**src/rtl/aluctrl_pkg.sv**
```systemverilog
// aluctrl_pkg: shared aluop/ALU-op/M-extension encodings and sequencer state type
package aluctrl_pkg;
  localparam logic [1:0] ALUOP_ADD = 2'b00, ALUOP_SLTU = 2'b01, ALUOP_FUNCT = 2'b10, ALUOP_IMM = 2'b11;
  localparam logic [3:0] ALU_ADD = 4'b0000, ALU_SUB = 4'b1000, ALU_SLL = 4'b0001, ALU_SLT = 4'b0010,
                         ALU_SLTU = 4'b0011, ALU_XOR = 4'b0100, ALU_SRL = 4'b0101, ALU_SRA = 4'b1101,
                         ALU_OR = 4'b0110, ALU_AND = 4'b0111;
  localparam logic [2:0] F3_MUL = 3'b000, F3_MULH = 3'b001, F3_MULHSU = 3'b010, F3_MULHU = 3'b011,
                         F3_DIV = 3'b100, F3_DIVU = 3'b101, F3_REM = 3'b110, F3_REMU = 3'b111;
  localparam logic [6:0] M_FUNCT7 = 7'b0000001;
  typedef enum logic [1:0] {IDLE, MUL, DIV, DONE} md_state_t;
endpackage

```
**src/rtl/aluctrl_md_if.sv**
```systemverilog
// aluctrl_md_if: EX-stage control/operand bundle between the pipeline and aluctrl_md
interface aluctrl_md_if #(parameter int XLEN = 32);
  logic            valid_ip;
  logic            flush_ip;
  logic [1:0]      ctrl_aluop_ip;
  logic [2:0]      funct3_ip;
  logic [6:0]      funct7_ip;
  logic [XLEN-1:0] rs1_ip;
  logic [XLEN-1:0] rs2_ip;
  logic [3:0]      aluctrl_ctrl_op;
  logic            md_busy_op;
  logic            md_valid_op;
  logic [XLEN-1:0] md_result_op;
  modport master(output valid_ip, flush_ip, ctrl_aluop_ip, funct3_ip, funct7_ip, rs1_ip, rs2_ip,
                 input aluctrl_ctrl_op, md_busy_op, md_valid_op, md_result_op);
  modport slave(input valid_ip, flush_ip, ctrl_aluop_ip, funct3_ip, funct7_ip, rs1_ip, rs2_ip,
                output aluctrl_ctrl_op, md_busy_op, md_valid_op, md_result_op);
endinterface

```
**src/rtl/alu_muldiv_seq.sv**
```systemverilog
// alu_muldiv_seq: iterative RV32M shift-add multiplier / restoring divider with FSM.
// ALUCTRL_MD_EARLY_OUT_EN: finish MUL as soon as the remaining multiplier is zero.
module alu_muldiv_seq import aluctrl_pkg::*; #(parameter int XLEN = 32) (
  input  logic            clk,
  input  logic            rst_n,
  input  logic            i_start,
  input  logic            i_flush,
  input  logic [2:0]      i_funct3,
  input  logic [XLEN-1:0] i_rs1,
  input  logic [XLEN-1:0] i_rs2,
  output logic            o_idle,
  output logic            o_busy,
  output logic            o_valid,
  output logic [XLEN-1:0] o_result
);
  localparam int CNT_W = $clog2(XLEN) + 1;
  md_state_t         r_state, w_state_nxt;
  logic [2*XLEN-1:0] r_acc, r_opb, w_acc_nxt, w_mul_acc, w_div_acc, w_prod;
  logic [XLEN-1:0]   r_mplier, w_mplier_nxt, r_result, w_final, w_ma, w_mb, w_dv, w_spec_res;
  logic [XLEN:0]     w_shift, w_diff;
  logic [CNT_W-1:0]  r_cnt, w_cnt_nxt;
  logic [2:0]        r_f3;
  logic              r_neg, r_spec, w_sa, w_sb, w_div0, w_ovf, w_run, w_last;
  // Operand conditioning at capture: signed ops work on magnitudes, sign fixed at the end
  assign w_sa = (i_funct3 == F3_MULH || i_funct3 == F3_MULHSU || i_funct3 == F3_DIV || i_funct3 == F3_REM) && i_rs1[XLEN-1];
  assign w_sb = (i_funct3 == F3_MULH || i_funct3 == F3_DIV || i_funct3 == F3_REM) && i_rs2[XLEN-1];
  assign w_ma = w_sa ? -i_rs1 : i_rs1;
  assign w_mb = w_sb ? -i_rs2 : i_rs2;
  assign w_div0 = i_funct3[2] && i_rs2 == '0;
  assign w_ovf = (i_funct3 == F3_DIV || i_funct3 == F3_REM) && i_rs1 == {1'b1, {(XLEN-1){1'b0}}} && &i_rs2;
  assign w_spec_res = w_div0 ? (i_funct3[1] ? i_rs1 : '1) : (i_funct3[1] ? '0 : i_rs1);
  assign w_mul_acc = r_mplier[0] ? r_acc + r_opb : r_acc;
  assign w_shift = r_acc[2*XLEN-1:XLEN-1];
  assign w_diff = w_shift - {1'b0, r_opb[XLEN-1:0]};
  assign w_div_acc = w_diff[XLEN] ? {w_shift[XLEN-1:0], r_acc[XLEN-2:0], 1'b0} : {w_diff[XLEN-1:0], r_acc[XLEN-2:0], 1'b1};
  assign w_acc_nxt = r_state == DIV ? w_div_acc : w_mul_acc;
  assign w_mplier_nxt = r_mplier >> 1;
  assign w_cnt_nxt = r_cnt + 1'b1;
  assign w_run = o_busy && !r_spec;
`ifdef ALUCTRL_MD_EARLY_OUT_EN
  assign w_last = w_cnt_nxt == CNT_W'(XLEN) || r_spec || (r_state == MUL && w_mplier_nxt == '0);
`else
  assign w_last = w_cnt_nxt == CNT_W'(XLEN) || r_spec;
`endif
  always_ff @(posedge clk or negedge rst_n)
    if (!rst_n) begin
      r_state  <= IDLE;
      r_acc    <= '0;
      r_opb    <= '0;
      r_mplier <= '0;
      r_cnt    <= '0;
      r_f3     <= '0;
      r_neg    <= 1'b0;
      r_spec   <= 1'b0;
      r_result <= '0;
    end else begin
      r_state <= w_state_nxt;
      if (i_start) begin
        r_f3     <= i_funct3;
        r_neg    <= (i_funct3[2] && i_funct3[1]) ? w_sa : w_sa ^ w_sb;
        r_spec   <= w_div0 || w_ovf;
        r_cnt    <= '0;
        r_acc    <= (w_div0 || w_ovf) ? {{XLEN{1'b0}}, w_spec_res} : i_funct3[2] ? {{XLEN{1'b0}}, w_ma} : '0;
        r_opb    <= {{XLEN{1'b0}}, i_funct3[2] ? w_mb : w_ma};
        r_mplier <= w_mb;
      end else if (w_run) begin
        r_acc    <= w_acc_nxt;
        r_opb    <= r_state == MUL ? r_opb << 1 : r_opb;
        r_mplier <= w_mplier_nxt;
        r_cnt    <= w_cnt_nxt;
      end
      if (o_valid) r_result <= w_final;
    end
  always_comb
    w_state_nxt = i_flush ? IDLE :
                  r_state == IDLE ? (i_start ? (i_funct3[2] ? DIV : MUL) : IDLE) :
                  r_state == DONE ? IDLE :
                  w_last ? DONE : r_state;
  assign w_prod = r_neg ? -r_acc : r_acc;
  assign w_dv = r_f3[1] ? r_acc[2*XLEN-1:XLEN] : r_acc[XLEN-1:0];
  assign w_final = r_spec ? r_acc[XLEN-1:0] :
                   r_f3[2] ? (r_neg ? -w_dv : w_dv) :
                   r_f3[1:0] == 2'b00 ? r_acc[XLEN-1:0] : w_prod[2*XLEN-1:XLEN];
  always_comb begin
    o_idle   = r_state == IDLE;
    o_busy   = r_state == MUL || r_state == DIV;
    o_valid  = r_state == DONE && !i_flush;
    o_result = o_valid ? w_final : r_result;
  end
endmodule

```
**src/rtl/aluctrl_md.sv**
```systemverilog
// aluctrl_md: RV32 ALU control decode plus RV32M multiply/divide sequencer front end.
// ALUCTRL_MD_EARLY_OUT_EN (optional): early MUL completion inside alu_muldiv_seq.
module aluctrl_md import aluctrl_pkg::*; #(parameter int XLEN = 32) (
  input logic         clk,
  input logic         rst_n,
  aluctrl_md_if.slave bus
);
  logic w_start, w_idle, w_busy, w_sra;
  assign w_sra = bus.funct3_ip == 3'b101 && bus.funct7_ip[5];
  assign bus.aluctrl_ctrl_op = bus.ctrl_aluop_ip == ALUOP_SLTU  ? ALU_SLTU :
                               bus.ctrl_aluop_ip == ALUOP_FUNCT ? {bus.funct7_ip[5], bus.funct3_ip} :
                               bus.ctrl_aluop_ip == ALUOP_IMM   ? {w_sra, bus.funct3_ip} : ALU_ADD;
  // Start is qualified with rst_n so the stall request is also low while reset is held
  assign w_start = rst_n && bus.valid_ip && bus.ctrl_aluop_ip == ALUOP_FUNCT && bus.funct7_ip == M_FUNCT7 &&
                   w_idle && !bus.flush_ip;
  assign bus.md_busy_op = w_start || w_busy;
  alu_muldiv_seq #(.XLEN(XLEN)) u_seq (
    .clk      (clk),
    .rst_n    (rst_n),
    .i_start  (w_start),
    .i_flush  (bus.flush_ip),
    .i_funct3 (bus.funct3_ip),
    .i_rs1    (bus.rs1_ip),
    .i_rs2    (bus.rs2_ip),
    .o_idle   (w_idle),
    .o_busy   (w_busy),
    .o_valid  (bus.md_valid_op),
    .o_result (bus.md_result_op)
  );
endmodule

```
**src/flat_wrapper.sv**
```systemverilog
// flat-port wrapper written by rule: the top's interface ports become plain ports
module aluctrl_md_flat import aluctrl_pkg::*;
#(parameter int XLEN = 32)
  (clk, rst_n, bus_valid_ip, bus_flush_ip, bus_ctrl_aluop_ip, bus_funct3_ip, bus_funct7_ip, bus_rs1_ip, bus_rs2_ip, bus_aluctrl_ctrl_op, bus_md_busy_op, bus_md_valid_op, bus_md_result_op);
  aluctrl_md_if #(.XLEN(XLEN)) bus_i ();
  input logic clk;
  input logic rst_n;
  input wire logic [$bits(bus_i.valid_ip)-1:0] bus_valid_ip;
  input wire logic [$bits(bus_i.flush_ip)-1:0] bus_flush_ip;
  input wire logic [$bits(bus_i.ctrl_aluop_ip)-1:0] bus_ctrl_aluop_ip;
  input wire logic [$bits(bus_i.funct3_ip)-1:0] bus_funct3_ip;
  input wire logic [$bits(bus_i.funct7_ip)-1:0] bus_funct7_ip;
  input wire logic [$bits(bus_i.rs1_ip)-1:0] bus_rs1_ip;
  input wire logic [$bits(bus_i.rs2_ip)-1:0] bus_rs2_ip;
  output wire logic [$bits(bus_i.aluctrl_ctrl_op)-1:0] bus_aluctrl_ctrl_op;
  output wire logic [$bits(bus_i.md_busy_op)-1:0] bus_md_busy_op;
  output wire logic [$bits(bus_i.md_valid_op)-1:0] bus_md_valid_op;
  output wire logic [$bits(bus_i.md_result_op)-1:0] bus_md_result_op;
  assign bus_i.valid_ip = bus_valid_ip;
  assign bus_i.flush_ip = bus_flush_ip;
  assign bus_i.ctrl_aluop_ip = bus_ctrl_aluop_ip;
  assign bus_i.funct3_ip = bus_funct3_ip;
  assign bus_i.funct7_ip = bus_funct7_ip;
  assign bus_i.rs1_ip = bus_rs1_ip;
  assign bus_i.rs2_ip = bus_rs2_ip;
  assign bus_aluctrl_ctrl_op = bus_i.aluctrl_ctrl_op;
  assign bus_md_busy_op = bus_i.md_busy_op;
  assign bus_md_valid_op = bus_i.md_valid_op;
  assign bus_md_result_op = bus_i.md_result_op;
  aluctrl_md #(.XLEN(XLEN)) u_core (.clk(clk), .rst_n(rst_n), .bus(bus_i));
endmodule
```
**config.mk**
```make
export PLATFORM = sky130hd
export DESIGN_NAME = aluctrl_md_flat
export DESIGN_NICKNAME = d
export VERILOG_FILES = /design/src/rtl/aluctrl_pkg.sv /design/src/rtl/aluctrl_md_if.sv /design/src/rtl/alu_muldiv_seq.sv /design/src/rtl/aluctrl_md.sv /design/src/flat_wrapper.sv
export SDC_FILE = /design/constraint.sdc
export NUM_CORES = 1
export LEC_CHECK = 0
export CORE_ASPECT_RATIO = 1.5
export CORE_MARGIN = 8
export CORE_UTILIZATION = 56
export CTS_CLUSTER_SIZE = 8
export DETAILED_ROUTE_END_ITERATION = 16
export PLACE_DENSITY = 0.79
export SYNTH_ARGS = -nofsm -noshare
export SYNTH_HDL_FRONTEND = slang
export SYNTH_SLANG_ARGS = --single-unit
export TNS_END_PERCENT = 1
```
**constraint.sdc**
```tcl
create_clock -name clk -period 4.1 [get_ports clk]
set_input_delay 0.41 -clock clk [delete_from_list [all_inputs] [get_ports clk]]
set_output_delay 0.41 -clock clk [all_outputs]
set_load 0.03 [all_outputs]
```
==> flow_metrics.tcl, run 1 <==
set metrics [dict create \
    die-area_um2 41600 \
    multi_input_area_um2 13700 \
    cts_root_buffer "clkbuf_16" \
    ys_types 90 \
    nets 2939 \
    grt_pass1_vias 21112 \
    drive_above_1_share_pct 11.4 \
    grt_pass1_wl_mm 122 \
    worst-r2r-setup-slack_ns 0.08 \
    slowest_delay_ns 0.50 \
    status "finished, violations left" \
    r2r_start "u_core.u_seq.r_acc[20]" \
    cp_cell_sequence "or3_1 -> nor4_1 -> and4b_1 -> nand4_4 -> or2_4 -> or3_4 -> o21ai_2 -> xor2_1 -> a22oi_1 -> o22ai_1 -> o21ai_1 -> buf_4" \
    worstSkewPairLatency_ns 0.58 \
    async_flop_share_pct 100 \
    hold_viol_final 0 \
    finalCritPeriodShare_pct 108 \
    grt_start_max_net_pins 128 \
    violations "negative setup slack" \
    leakage_nw 10.0 \
    cts.clk_slew.worst_paths_ns 0.06 \
    cts_made_buffers 29 \
    routabilityCongestion 1.04 \
    synthCells 2638 \
    post_dp_cell_area_um2 22000 \
    rows 84 \
    port_buffers 117 \
    htreeDepth 1 \
    max_freq_mhz 225 \
    ys_warn_count 0 \
    grt_overflow_total 0 \
    io_pins 118 \
    vdd_drop_max_mv 0.366 \
    cts_tree "yes" \
    dp.cells 3182 \
    crit_cells 12 \
    hp-class "in2async" \
    cap_viol_max_count 0 \
    final_cells 3229 \
    grtUsageTotal_pct 37.9 \
    antenna_found_initial 1 \
    drtIter0Drc 1873 \
    end_kind "output pin" \
    start_kind "flop" \
    ys_seq_elements 205 \
    die_w_um 169 \
    required_ns 3.69 \
    cp.arrival_ns 4.02 \
    antenna_left 0 \
    cp_top_family "simple AND/OR/NAND/NOR gates" \
    synth_area_um2 19700 \
    crit_buf_inv 1 \
    drc_errors 0 \
    worstSetupPathType "reg2out" \
    yosys_most_used_dff "dfrtp_1" \
    clk_path_buf_depth 3 \
    via_per_inst 6.66 \
    nFillCells 3138 \
    vias 21509 \
    grt_setup_unrepaired "true" \
    cts.sinks 205 \
    crit_path_end "bus_md_result_op[31]" \
    max-slew-margin-rel_pct 26.3 \
    final_core_util_pct 65.9 \
    r2r_cells 13 \
    ys_seq_area_share_pct 26.0 \
    holdWs_ns 0.243 \
    final_max_slew_viol_count 0 \
    tightest_slew_ns 1.11 \
    cp_max_fo 6 \
    hpwl_mm 61.6 \
    post_drt_wl_per_cell_um 24.9 \
    p_per_area_nw_per_um2 575 \
    routed_wl_mm 80.6 \
    core_um2 34900 \
    synth_edf_count 0 \
    clock_skew_ns 0.0179 \
    syn-num-nets 2824 \
    setup_ws_ns -0.335 \
    cp_slowest_cell "nor4_1" \
    fin_area_um2 23000 \
    die_h_um 246 \
    startpoint "u_core.u_seq.r_acc[38]" \
    regArea_um2 5130 \
    syn_avg_cell_area_um2 7.47 \
    finalSetupViolCount 19 \
    timing.final.crit_period_ns 4.43 \
    initial_utilization_pct 56.5 \
    reg2reg_to "u_core.u_seq.r_acc[63]" \
    area_delta_synth_final_pct 16.6 \
    drtPass1Iterations 5 \
]
==> state kept, by name, indices dropped and copies added (netlist names) <==
signal and flops:
u_core.u_seq.r_acc 64, u_core.u_seq.r_opb 64, u_core.u_seq.r_result 32, u_core.u_seq.r_neg 1, u_core.u_seq.r_spec 1, u_core.u_seq.r_state 2
u_core.u_seq.r_cnt 6, u_core.u_seq.r_f3 3, u_core.u_seq.r_mplier 32
==> per-stage QoR <==
stage,total power [mW],setup slack [ns],setup TNS (ns)
after detailed placement,10.7,-0.0112,-0.0168
after global routing,14.0,-0.384,-5.68
after CTS,12.9,-0.367,-4.36
after floorplan,7.84,0.0512,0
after global placement,10.6,0.0491,0
final,13.2,-0.335,-2.46
==> worst min path at each step <==
stage | startpoint | to | slack (ns) | cells past startpoint
6_report | rst_n | u_core.u_seq.r_result[18] | 0.24 | 2
5_1_grt | rst_n | u_core.u_seq.r_result[18] | 0.27 | 2
4_1_cts | rst_n | u_core.u_seq.r_result[18] | 0.23 | 2
3_5_place_dp | rst_n | u_core.u_seq.r_result[18] | 0.26 | 1
3_3_place_gp | rst_n | u_core.u_seq.r_result[18] | 0.26 | 1
2_1_floorplan | rst_n | u_core.u_seq.r_acc[0] | 0.11 | 0
==> cells in the final DEF, fill, tap and decap left out, drive strengths merged, types with 83 or more instances in the layout <==
cell type	count
dfrtp	205
o21ai	241
nor2	214
clkdlybuf4s50	83
ha	104
a21oi	232
xor2	110
xnor2	100
buf	198
nand2	381
==> worst register-to-register path, stage by stage (launching register included) <==
cell and delay, ns:
dfrtp_1 0.57, ha_2 0.49, a21o_1 0.16, a21boi_0 0.15
a21o_1 0.27, a2111o_1 0.45, a2111oi_1 0.58, buf_4 0.22
o211ai_1 0.10, a21oi_1 0.22, o22ai_1 0.12, xor2_1 0.18
a21o_1 0.17, a22o_1 0.22
==> area by class of cell <==
cell class              count  share of cell area (%)
diodes                      1                  0.0109
clock buffers              32                    3.25
clock inverters             1                  0.0381
inverters                  66                    1.08
multi-input cells        2168                    59.7
flip-flops and latches    205                    22.3
well taps                 473                    2.57
repair buffers            283                    11.1
==> power by group <==
group	leakage (nW)	switching [mW]	total, mW	internal [mW]
Clock	0.371	0.946	2.20	1.25
Combinational	7.06	4.80	7.86	3.07
Sequential	2.61	0.584	3.15	2.56
==> layer usage <==
layer / routed length, um / global-route usage (%) / part of all wire, % / up-vias
met2: 39200 / 66.4 / 49 / 1184
met5: 0 / 0 / 0 / -
met3: 5910 / 6.31 / 7.3 / 363
met1: 27800 / 39.5 / 35 / 10182
li1: - / - / - / 9780
met4: 7670 / 30.6 / 9.5 / 0
==> cell families (layout without fill, tap and decap cells) <==
kind of cell	count (synthesis)	count (layout)	synth area share, %
other cells	0	1	0
buf+inv	265	382	5.39
fa+ha+maj	106	106	6.80
simple gates	898	898	20.9
mux	57	57	2.98
xor+xnor	210	210	9.33
flops	205	205	26.0
compound gates	897	897	28.6
==> timing repair <==
item | 4_1_cts | 5_1_grt
setup buffers | 6 | 6
hold buffers | 1 | 0
resized for setup | 35 | 20
setup endpoints to repair | 32 | 34
hold endpoints to repair | 10 | 0
gates cloned | 0 | 0
pin swaps | 10 | 15
==> synthesized netlist by cell type (17+ instances only) <==
library cell  number  area, um2
a211oi_1          67        503
a21o_1            67        503
a21oi_1          231       1160
a22oi_1           32        240
a31oi_1           33        206
and3_1            20        125
buf_1             21       78.8
clkbuf_1         155        582
dfrtp_1          205       5130
ha_1             104       1300
inv_1             66        248
mux2i_1           44        440
nand2_1          379       1420
nand2b_1          24        150
nand3_1           66        330
nand4_1           36        225
nor2_1           213        800
nor3_1            54        270
nor4_1            22        138
o211ai_1          27        203
o21a_1            17        128
o21ai_0          237       1190
o221ai_1          28        245
o22ai_1           30        188
o31ai_1           34        255
or3_1             21        131
xnor2_1          100        876
xor2_1           110        963
(Power assumes the default switching activity.)
==> run 2, diff against run 1 <==
--- a/config.mk
+++ b/config.mk
@@ -7,10 +7,10 @@
 export LEC_CHECK = 0
 export CORE_ASPECT_RATIO = 1.5
 export CORE_MARGIN = 8
-export CORE_UTILIZATION = 56
+export CORE_UTILIZATION = 62
 export CTS_CLUSTER_SIZE = 8
 export DETAILED_ROUTE_END_ITERATION = 16
-export PLACE_DENSITY = 0.79
+export PLACE_DENSITY = 0.83
 export SYNTH_ARGS = -nofsm -noshare
 export SYNTH_HDL_FRONTEND = slang
 export SYNTH_SLANG_ARGS = --single-unit
==> constraint.sdc (replaced) <==
create_clock -name clk -period 4.9 [get_ports clk]
set_input_delay 0.49 -clock clk [delete_from_list [all_inputs] [get_ports clk]]
set_output_delay 0.49 -clock clk [all_outputs]
set_load 0.03 [all_outputs]
==> run 2 against run 1 <==
The run now ends clean. Non-clock buffer count down 80. Power down 18%. Global-route usage up 3.4 points. Sequential share of layout area up 0.90 points. Wire length down 1.8%. Clock power down 16%. Critical path type unchanged. First-iteration DRC count up 24%. Largest power group unchanged. Clock skew up 0.011 ns. Utilization up 4.2 points. Worst setup slack better by 0.44 ns. Critical path depth down 2.
==> flow_metrics.tcl, run 2 (synthesis results as in run 1) <==
set metrics [dict create \
    status "finished, final reports clean" \
    leakage_nw 9.72 \
    max-slew-margin-rel_pct 34.6 \
    drtIter0Drc 2316 \
    hp-class "in2async" \
    cp_cell_sequence "or4_4 -> or4_4 -> o31ai_2 -> nor3_1 -> a31oi_1 -> nor2_1 -> a2111oi_0 -> a21oi_1 -> o21ai_0 -> clkdlybuf4s50_1" \
    cts_root_buffer "clkbuf_16" \
    grt_pass1_vias 21207 \
    start_kind "flop" \
    path_common_cell "or4_4" \
    cap_viol_max_count 0 \
    top_regs "u_core.u_seq.r_acc: 64 flops, u_core.u_seq.r_opb: 64 flops" \
    finalCritPeriodShare_pct 97.8 \
    hold_viol_final 0 \
    vias 21454 \
    antenna_cells 0 \
    met1_length_mm 26.4 \
    routabilityCongestion 1.07 \
    crit_cells 10 \
    total_power_mw 10.8 \
    worstSkewPairLatency_ns 0.59 \
    dp.cells 3048 \
    grtUsageTotal_pct 41.3 \
    grt_overflow_total 0 \
    p_per_area_nw_per_um2 488 \
    setup_tns_ns 0 \
    layout_commonest_cell "nand2_1" \
    r2r_start "u_core.u_seq.r_acc[16]" \
    cp.arrival_ns 4.30 \
    routed_wl_mm 79.1 \
    area_delta_synth_final_pct 12.1 \
    required_ns 4.41 \
    wl_met3_mm 7.34 \
    r2r_cells 13 \
    die_h_um 234 \
    timing.final.crit_period_ns 4.79 \
    cts_tree "yes" \
    cp_slowest_cell "clkdlybuf4s50_1" \
    worstSetupPathType "reg2out" \
    antenna_found_initial 2 \
    die_w_um 162 \
    end_kind "output pin" \
    cp_top_family "compound AO/OA/AOI/OAI gates" \
    cts.sinks 205 \
    via_per_inst 6.95 \
    crit_path_end "bus_md_result_op[0]" \
    antenna_left 0 \
    clock_skew_ns 0.0289 \
    port_buffers 117 \
    vdd_drop_max_mv 0.367 \
    post_drt_wl_per_cell_um 25.7 \
    initial_utilization_pct 62.5 \
    nets 2859 \
    cts.clk_slew.worst_paths_ns 0.05 \
    grt_start_max_net_pins 172 \
    startpoint "u_core.u_seq.r_acc[18]" \
    die-area_um2 37900 \
    hpwl_mm 59.0 \
    drtPass1Iterations 6 \
    top_layer "met5" \
    core_um2 31500 \
    drive_above_1_share_pct 6.58 \
    max_freq_mhz 209 \
    slowest_delay_ns 0.71 \
    io_pins 118 \
    final_max_slew_viol_count 0 \
    finalSetupViolCount 0 \
    rows 80 \
    cts_made_buffers 29 \
    wl_met2_mm 37.3 \
    clk_path_buf_depth 3 \
    crit_buf_inv 1 \
    final_cell_mix "nand2_1 (379), o21ai_0 (237), a21oi_1 (230)" \
    grt_pass1_wl_mm 122 \
    htreeDepth 1 \
    final_cells 3085 \
    worst-r2r-setup-slack_ns 0.29 \
    drc_errors 0 \
    tightest_slew_ns 0.971 \
    cp_max_fo 4 \
    reg2reg_to "u_core.u_seq.r_acc[62]" \
]
==> run 2: area by class of cell <==
cell class | instances | area, um2
Timing Repair Buffer | 203 | 1880
Inverter | 66 | 248
Tap cell | 410 | 513
Sequential cell | 205 | 5130
Fill cell | 2657 | 9420
Multi-Input combinational cell | 2168 | 13600
Clock buffer | 32 | 747
Clock inverter | 1 | 8.76
==> run 2: routing by layer <==
metal / global-route usage [%] / vias up
li1: - / 9606
met1: 43.1 / 10051
met2: 70.3 / 1352
met3: 8.87 / 443
met4: 35.5 / 2
met5: 0 / -
==> run 2: worst min-delay path by stage <==
stage,end
6_report,u_core.u_seq.r_result[29]
5_1_grt,u_core.u_seq.r_result[24]
4_1_cts,u_core.u_seq.r_result[24]
3_5_place_dp,u_core.u_seq.r_result[29]
3_3_place_gp,u_core.u_seq.r_result[29]
2_1_floorplan,u_core.u_seq.r_acc[0]
==> run 2: power breakdown <==
group	total, mW	internal, mW	switching [mW]	leakage (nW)
Sequential	2.85	2.14	0.707	2.61
Combinational	6.08	2.33	3.75	6.74
Clock	1.85	1.05	0.800	0.371
==> run 2: metrics by stage <==
stage          util [%]  hold WS [ns]  cell area (um2)  worst slack, ns
2_1_floorplan         -         0.194            19700           0.0773
3_3_place_gp       67.5         0.431            21300            0.269
3_5_place_dp       67.5         0.444            21300            0.220
4_1_cts            70.0         0.409            22100          0.00453
5_1_grt            70.1         0.461            22100          -0.0213
6_report           70.1         0.410            22100            0.106
==> run 2: repair_timing <==
item                                    in CTS  in global routing
buffers inserted                             3                  0
gates resized for setup                      5                 13
endpoints found under the setup margin      24                 14
hold buffers                                 1                  0
pin swaps                                    1                  0
gates cloned                                 0                  0
hold endpoints to repair                    43                  0
